## src/rtl/loader_pkg.sv

```systemverilog
// Shared definitions for the serial boot loader: FSM states, default frame marker,
// header field positions and the length-field decode.
package loader_pkg;

  typedef enum logic [2:0] {
    IDLE,
    ADDR_HI,
    ADDR_LO,
    LEN,
    DATA,
    CSUM
  } state_t;

  localparam logic [7:0] DEFAULT_SYNC_BYTE = 8'hA5;

  // Byte positions within a frame header.
  localparam int FIELD_SYNC    = 0;
  localparam int FIELD_ADDR_HI = 1;
  localparam int FIELD_ADDR_LO = 2;
  localparam int FIELD_LEN     = 3;
  localparam int HEADER_BYTES  = 4;

  // A length byte of zero encodes a full 256-byte payload.
  function automatic logic [8:0] len_to_count(input logic [7:0] len);
    return (len == 8'd0) ? 9'd256 : {1'b0, len};
  endfunction

endpackage

```

## src/rtl/loader_timer.sv

```systemverilog
// Inter-byte idle timer for the boot loader: clearable counter that saturates at
// timeout_cycles-1 and flags expiry while it sits there uncleared.
module loader_timer #(
  parameter int timeout_cycles = 1000000
) (
  input  logic clk,
  input  logic rst,
  input  logic clear,
  output logic expire
);

  localparam int CW = (timeout_cycles > 2) ? $clog2(timeout_cycles) : 1;
  localparam logic [CW-1:0] LIMIT = CW'(timeout_cycles - 1);

  logic [CW-1:0] count;

  always_ff @(posedge clk or posedge rst) begin
    if (rst) begin
      count <= '0;
    end else if (clear) begin
      count <= '0;
    end else if (count != LIMIT) begin
      count <= count + CW'(1);
    end
  end

  assign expire = ~clear & (count == LIMIT);

endmodule

```

## src/rtl/d_ram_loader.sv

```systemverilog
// Serial-to-RAM boot loader: parses sync/addr/len/data frames from a byte stream and
// writes the payload into data RAM. Trailing checksum byte enabled by LOADER_CHECKSUM_EN.
module d_ram_loader
  import loader_pkg::*;
#(
  parameter int         addr_width     = 12,
  parameter logic [7:0] sync_byte      = DEFAULT_SYNC_BYTE,
  parameter int         timeout_cycles = 1000000
) (
  input  logic                  clk,
  input  logic                  rst,
  input  logic [7:0]            in_data,
  input  logic                  in_valid,
  output logic                  in_ready,
  output logic [addr_width-1:0] w_addr,
  output logic [7:0]            din,
  output logic                  w_en,
  output logic                  busy,
  output logic                  cpu_hold,
  output logic                  done,
  output logic                  err
);

  localparam int HI_W = addr_width - 8;

  state_t                state, state_next;
  logic [HI_W-1:0]       addr_hi, addr_hi_next;
  logic [addr_width-1:0] pointer, pointer_next;
  logic [addr_width-1:0] w_addr_next;
  logic [8:0]            count, count_next;
  logic [7:0]            din_next;
  logic                  w_en_next, done_next, err_next;
  logic                  accept, expire, timer_clear;

  assign accept      = in_valid & in_ready;
  assign busy        = (state != IDLE);
  assign cpu_hold    = busy;
  assign timer_clear = accept | (state == IDLE);

  loader_timer #(
    .timeout_cycles(timeout_cycles)
  ) u_timer (
    .clk   (clk),
    .rst   (rst),
    .clear (timer_clear),
    .expire(expire)
  );

  always_ff @(posedge clk or posedge rst) begin
    if (rst) begin
      in_ready <= 1'b0;
    end else begin
      in_ready <= 1'b1;
    end
  end

`ifdef LOADER_CHECKSUM_EN
  logic [7:0] csum, csum_next;
  logic       csum_match;

  assign csum_match = (in_data == csum);

  // Running sum covers every header field after sync plus all payload bytes.
  always_comb begin
    csum_next = csum;
    if (accept) begin
      case (state)
        IDLE:                    if (in_data == sync_byte) csum_next = 8'd0;
        ADDR_HI, ADDR_LO, LEN,
        DATA:                    csum_next = csum + in_data;
        default:                 csum_next = csum;
      endcase
    end
  end

  always_ff @(posedge clk or posedge rst) begin
    if (rst) begin
      csum <= 8'd0;
    end else begin
      csum <= csum_next;
    end
  end
`endif

  always_ff @(posedge clk or posedge rst) begin
    if (rst) begin
      state   <= IDLE;
      addr_hi <= '0;
      pointer <= '0;
      count   <= '0;
      w_addr  <= '0;
      din     <= 8'd0;
      w_en    <= 1'b0;
      done    <= 1'b0;
      err     <= 1'b0;
    end else begin
      state   <= state_next;
      addr_hi <= addr_hi_next;
      pointer <= pointer_next;
      count   <= count_next;
      w_addr  <= w_addr_next;
      din     <= din_next;
      w_en    <= w_en_next;
      done    <= done_next;
      err     <= err_next;
    end
  end

  // Frame parser; the RAM write and done/err pulses are registered so each
  // accepted payload byte reaches the RAM exactly one cycle later.
  always_comb begin
    state_next   = state;
    addr_hi_next = addr_hi;
    pointer_next = pointer;
    count_next   = count;
    w_addr_next  = w_addr;
    din_next     = din;
    w_en_next    = 1'b0;
    done_next    = 1'b0;
    err_next     = 1'b0;

    if (accept) begin
      case (state)
        IDLE: begin
          if (in_data == sync_byte) state_next = ADDR_HI;
        end
        ADDR_HI: begin
          addr_hi_next = in_data[HI_W-1:0];
          state_next   = ADDR_LO;
        end
        ADDR_LO: begin
          pointer_next = {addr_hi, in_data};
          state_next   = LEN;
        end
        LEN: begin
          count_next = len_to_count(in_data);
          state_next = DATA;
        end
        DATA: begin
          w_en_next    = 1'b1;
          w_addr_next  = pointer;
          din_next     = in_data;
          pointer_next = pointer + addr_width'(1);
          count_next   = count - 9'd1;
          if (count == 9'd1) begin
`ifdef LOADER_CHECKSUM_EN
            state_next = CSUM;
`else
            state_next = IDLE;
            done_next  = 1'b1;
`endif
          end
        end
`ifdef LOADER_CHECKSUM_EN
        CSUM: begin
          done_next  = csum_match;
          err_next   = ~csum_match;
          state_next = IDLE;
        end
`endif
        default: state_next = IDLE;
      endcase
    end

    // Expiry only happens on a cycle with no accepted byte, so it never collides with done.
    if (expire) begin
      state_next = IDLE;
      err_next   = 1'b1;
    end
  end

endmodule

```

## config.mk

```make
export PLATFORM = sky130hd
export DESIGN_NAME = d_ram_loader
export DESIGN_NICKNAME = d
export VERILOG_FILES = /design/src/rtl/loader_pkg.sv /design/src/rtl/loader_timer.sv /design/src/rtl/d_ram_loader.sv
export SDC_FILE = /design/constraint.sdc
export NUM_CORES = 1
export LEC_CHECK = 0
export ABC_AREA = 1
export ABC_CLOCK_PERIOD_IN_PS = 4760
export CORE_MARGIN = 1
export CORE_UTILIZATION = 40
export DETAILED_ROUTE_END_ITERATION = 10
export GPL_TIMING_DRIVEN = 0
export PLACE_DENSITY = 0.69
export SYNTH_ARGS = -nofsm -noshare
export SYNTH_HDL_FRONTEND = slang
export SYNTH_SLANG_ARGS = --single-unit
```

## constraint.sdc

```tcl
create_clock -name clk -period 4.76 [get_ports clk]
set_clock_uncertainty 0.15 [all_clocks]
set_input_delay 1.19 -clock clk [delete_from_list [all_inputs] [get_ports clk]]
set_output_delay 1.19 -clock clk [all_outputs]
set_load 0.03 [all_outputs]
```

==> reports/summary.txt <==
Hold Path End: din[1]
Vias in the first global route: 3248
H-tree Lvls: 3
Sink Count: 72
Pleak: 2.18 nW
Core area: 9280 um2
Hold crit path type: reg -> reg
Clk buf depth: 2
Drt initial violations: 188
Die area: 10100 um2
Commonest non-fill, non-tap cell in the layout: nand2_1
Startpoint Class: flip-flop
Type of the worst setup path: reg -> out
Area growth syn-to-layout: 19.5%
WL per Instance: 13.2 um
Crit-path max FO: 6
Commonest cells after routing, fill and taps aside: nand2_1 (156), dfrtp_1 (72), nor2_1 (60)
Slew Limit Fails: 0
Reg2reg setup slack: 2920 ps
Number of diodes: 0
First-pass GRT wire length: 15400 um
Worst-path clk slew: 80 ps
Period utilization: 66.4%
Drc violations: 0
Syn avg cell area: 7.58 um2
Max Clk Rate: 0.316 GHz
Die Wd: 100 um
Hold Path Stages: 2
Resized cells post-CTS: 0
Initial core utilization: 41.7%
Final HPWL DP: 6680 um
Pwr Density: 488 nW/um2
CTS tree: yes
CTS buffer count: 9
Fillers: 946
Tmin final: 3160 ps
YS warnings: 0
FF-to-FF Start: in_ready
Cells after DPL: 676
Global placer's final weighted congestion: 0.883
Overflow after GRT: 0
First-pass detailed-route iteration total: 4
Worst EP required: 3420 ps
Nets: 573
Worst-Skew Late Latency: 360 ps
Area of the multi-input gates: 1740 um2
Synth cell types: 34
Setup_tns: 0 ps
RSZ-0062 raised after global routing: no
Final Hold Vio Count: 0
Fraction of layout cells with a size suffix above 1: 9.06%
Gr usage total: 19.5%
Mapped Area: 3870 um2
Yosys reg bits: 72
Finished Layout Cells: 692
FF/Latch Area: 1800 um2
Final Setup Violations: 0
Reg-to-reg endpoint: u_timer.count[6]
# Max-Cap Violations: 0
Drt via density: 5.08
Final WL: 9130 um
Initial antenna violation count: 0
Hold_sp: din[1]
VDD IR max: 259 uV
Rows: 35
Crit path capture type: output pin
Outcome: finished clean
Port-buffer cells: 36
Number of I/O pins: 37
Cts hold-fix bufs: 0
Largest net degree at the start of global routing: 63
Via Count: 3517
Setup bufs post-CTS: 0
Root Driver: clkbuf_8
Antenna violation net count after detailed routing: 0
Post-Syn Instances: 510
Post-synthesis sequential area ratio: 46.6%
Net Count, Synth: 525
Crit path DAT: 1820 ps
Die height: 100 um
R2R cell count: 6
[cells in the mapped netlist, drive strengths merged]
| cell type | count | share of area [%] |
|---|---|---|
| a31oi | 8 | 1.3 |
| clkbuf | 1 | 0.097 |
| nand4 | 13 | 2.1 |
| or2 | 1 | 0.16 |
| o21bai | 1 | 0.19 |
| nor3b | 2 | 0.39 |
| buf | 11 | 2.8 |
| xnor2 | 1 | 0.23 |
| nand3b | 1 | 0.19 |
| ha | 4 | 1.3 |
| conb | 1 | 0.097 |
| a21oi | 14 | 2.1 |
| inv | 58 | 5.6 |
| nor3 | 11 | 1.4 |
| nand3 | 25 | 3.4 |
| o31ai | 1 | 0.19 |
| dfrtp | 72 | 47 |
| xor2 | 3 | 0.68 |
| o21ai | 53 | 7.4 |
| nor2 | 66 | 7.3 |
| nand2 | 161 | 16 |
| o21a | 2 | 0.39 |
[worst max-delay path, stage by stage, from the launching register on]
cell	delay (ps)
dfrtp_1	470
nor2_4	170
nand2_2	110
buf_4	150
clkdlybuf4s50_1	580
[stage by stage]
stage / hold slack [ps] / utilization (%) / instance area, um2 / setup WS, ps / total power, mW
after floorplan: 303 / - / 3870 / 1600 / 1.48
after global placement: 312 / 47.3 / 4390 / 329 / 1.74
after detailed placement: 316 / 47.6 / 4420 / 1690 / 1.76
after CTS: 340 / 49.8 / 4620 / 1590 / 2.26
after global routing: 363 / 49.8 / 4620 / 1530 / 2.41
final: 337 / 49.8 / 4620 / 1600 / 2.26
[final cells by class]
cell class | instances | share of cell area (%)
clock buffers | 9 | 2.68
plain buffers | 12 | 2.41
clock inverters | 7 | 1.68
inverters | 58 | 4.77
flip-flops and latches | 72 | 39.0
multi-input cells | 368 | 37.6
well taps | 129 | 3.49
repair buffers | 37 | 8.39
[power breakdown]
| group | switching [mW] | internal (mW) | leakage [nW] |
|---|---|---|---|
| Sequential | 0.148 | 0.773 | 0.942 |
| Clock | 0.256 | 0.247 | 0.100 |
| Combinational | 0.519 | 0.314 | 1.14 |
| Total | 0.924 | 1.33 | 2.18 |
[logic make-up (layout without fill, tap and decap cells)]
family | count (synthesis) | after routing | share of synthesized area [%]
other | 1 | 1 | 0.0970
adders and majority gates | 4 | 4 | 1.29
and+or+nand+nor | 280 | 280 | 31.0
xor gates and xnor gates | 4 | 4 | 0.906
buffers and inverters | 70 | 123 | 8.51
DFF | 72 | 72 | 46.6
AOI/OAI and AO/OA | 79 | 79 | 11.6
[per-layer routing]
metal | track usage, % | vias up | routed length, um | share of wire (%)
li1 | - | 1736 | - | -
met1 | 28.2 | 1659 | 4540 | 50
met2 | 29.1 | 108 | 3970 | 43
met3 | 3.27 | 14 | 447 | 4.9
met4 | 8.03 | 0 | 172 | 1.9
met5 | 0 | - | 0 | 0
[flip-flops by register name (all words and copies together), names as in the netlist]
signal and flops:
w_addr 12, w_en 1, count 9, addr_hi 4, err 1, state 3
done 1, in_ready 1, u_timer.count 20, pointer 12, din 8
[worst max path at each step]
stage | start | end | slack (ps) | cells past startpoint
after floorplan | rst | addr_hi[0] | 1600 | 1
after global placement | rst | count[8] | 330 | 2
after global routing | state[2] | cpu_hold | 1530 | 4
after detailed placement | in_valid | u_timer.count[6] | 1690 | 7
final | state[0] | cpu_hold | 1600 | 4
after CTS | state[0] | cpu_hold | 1590 | 4
Note: power is estimated with default switching activity, not from simulation.
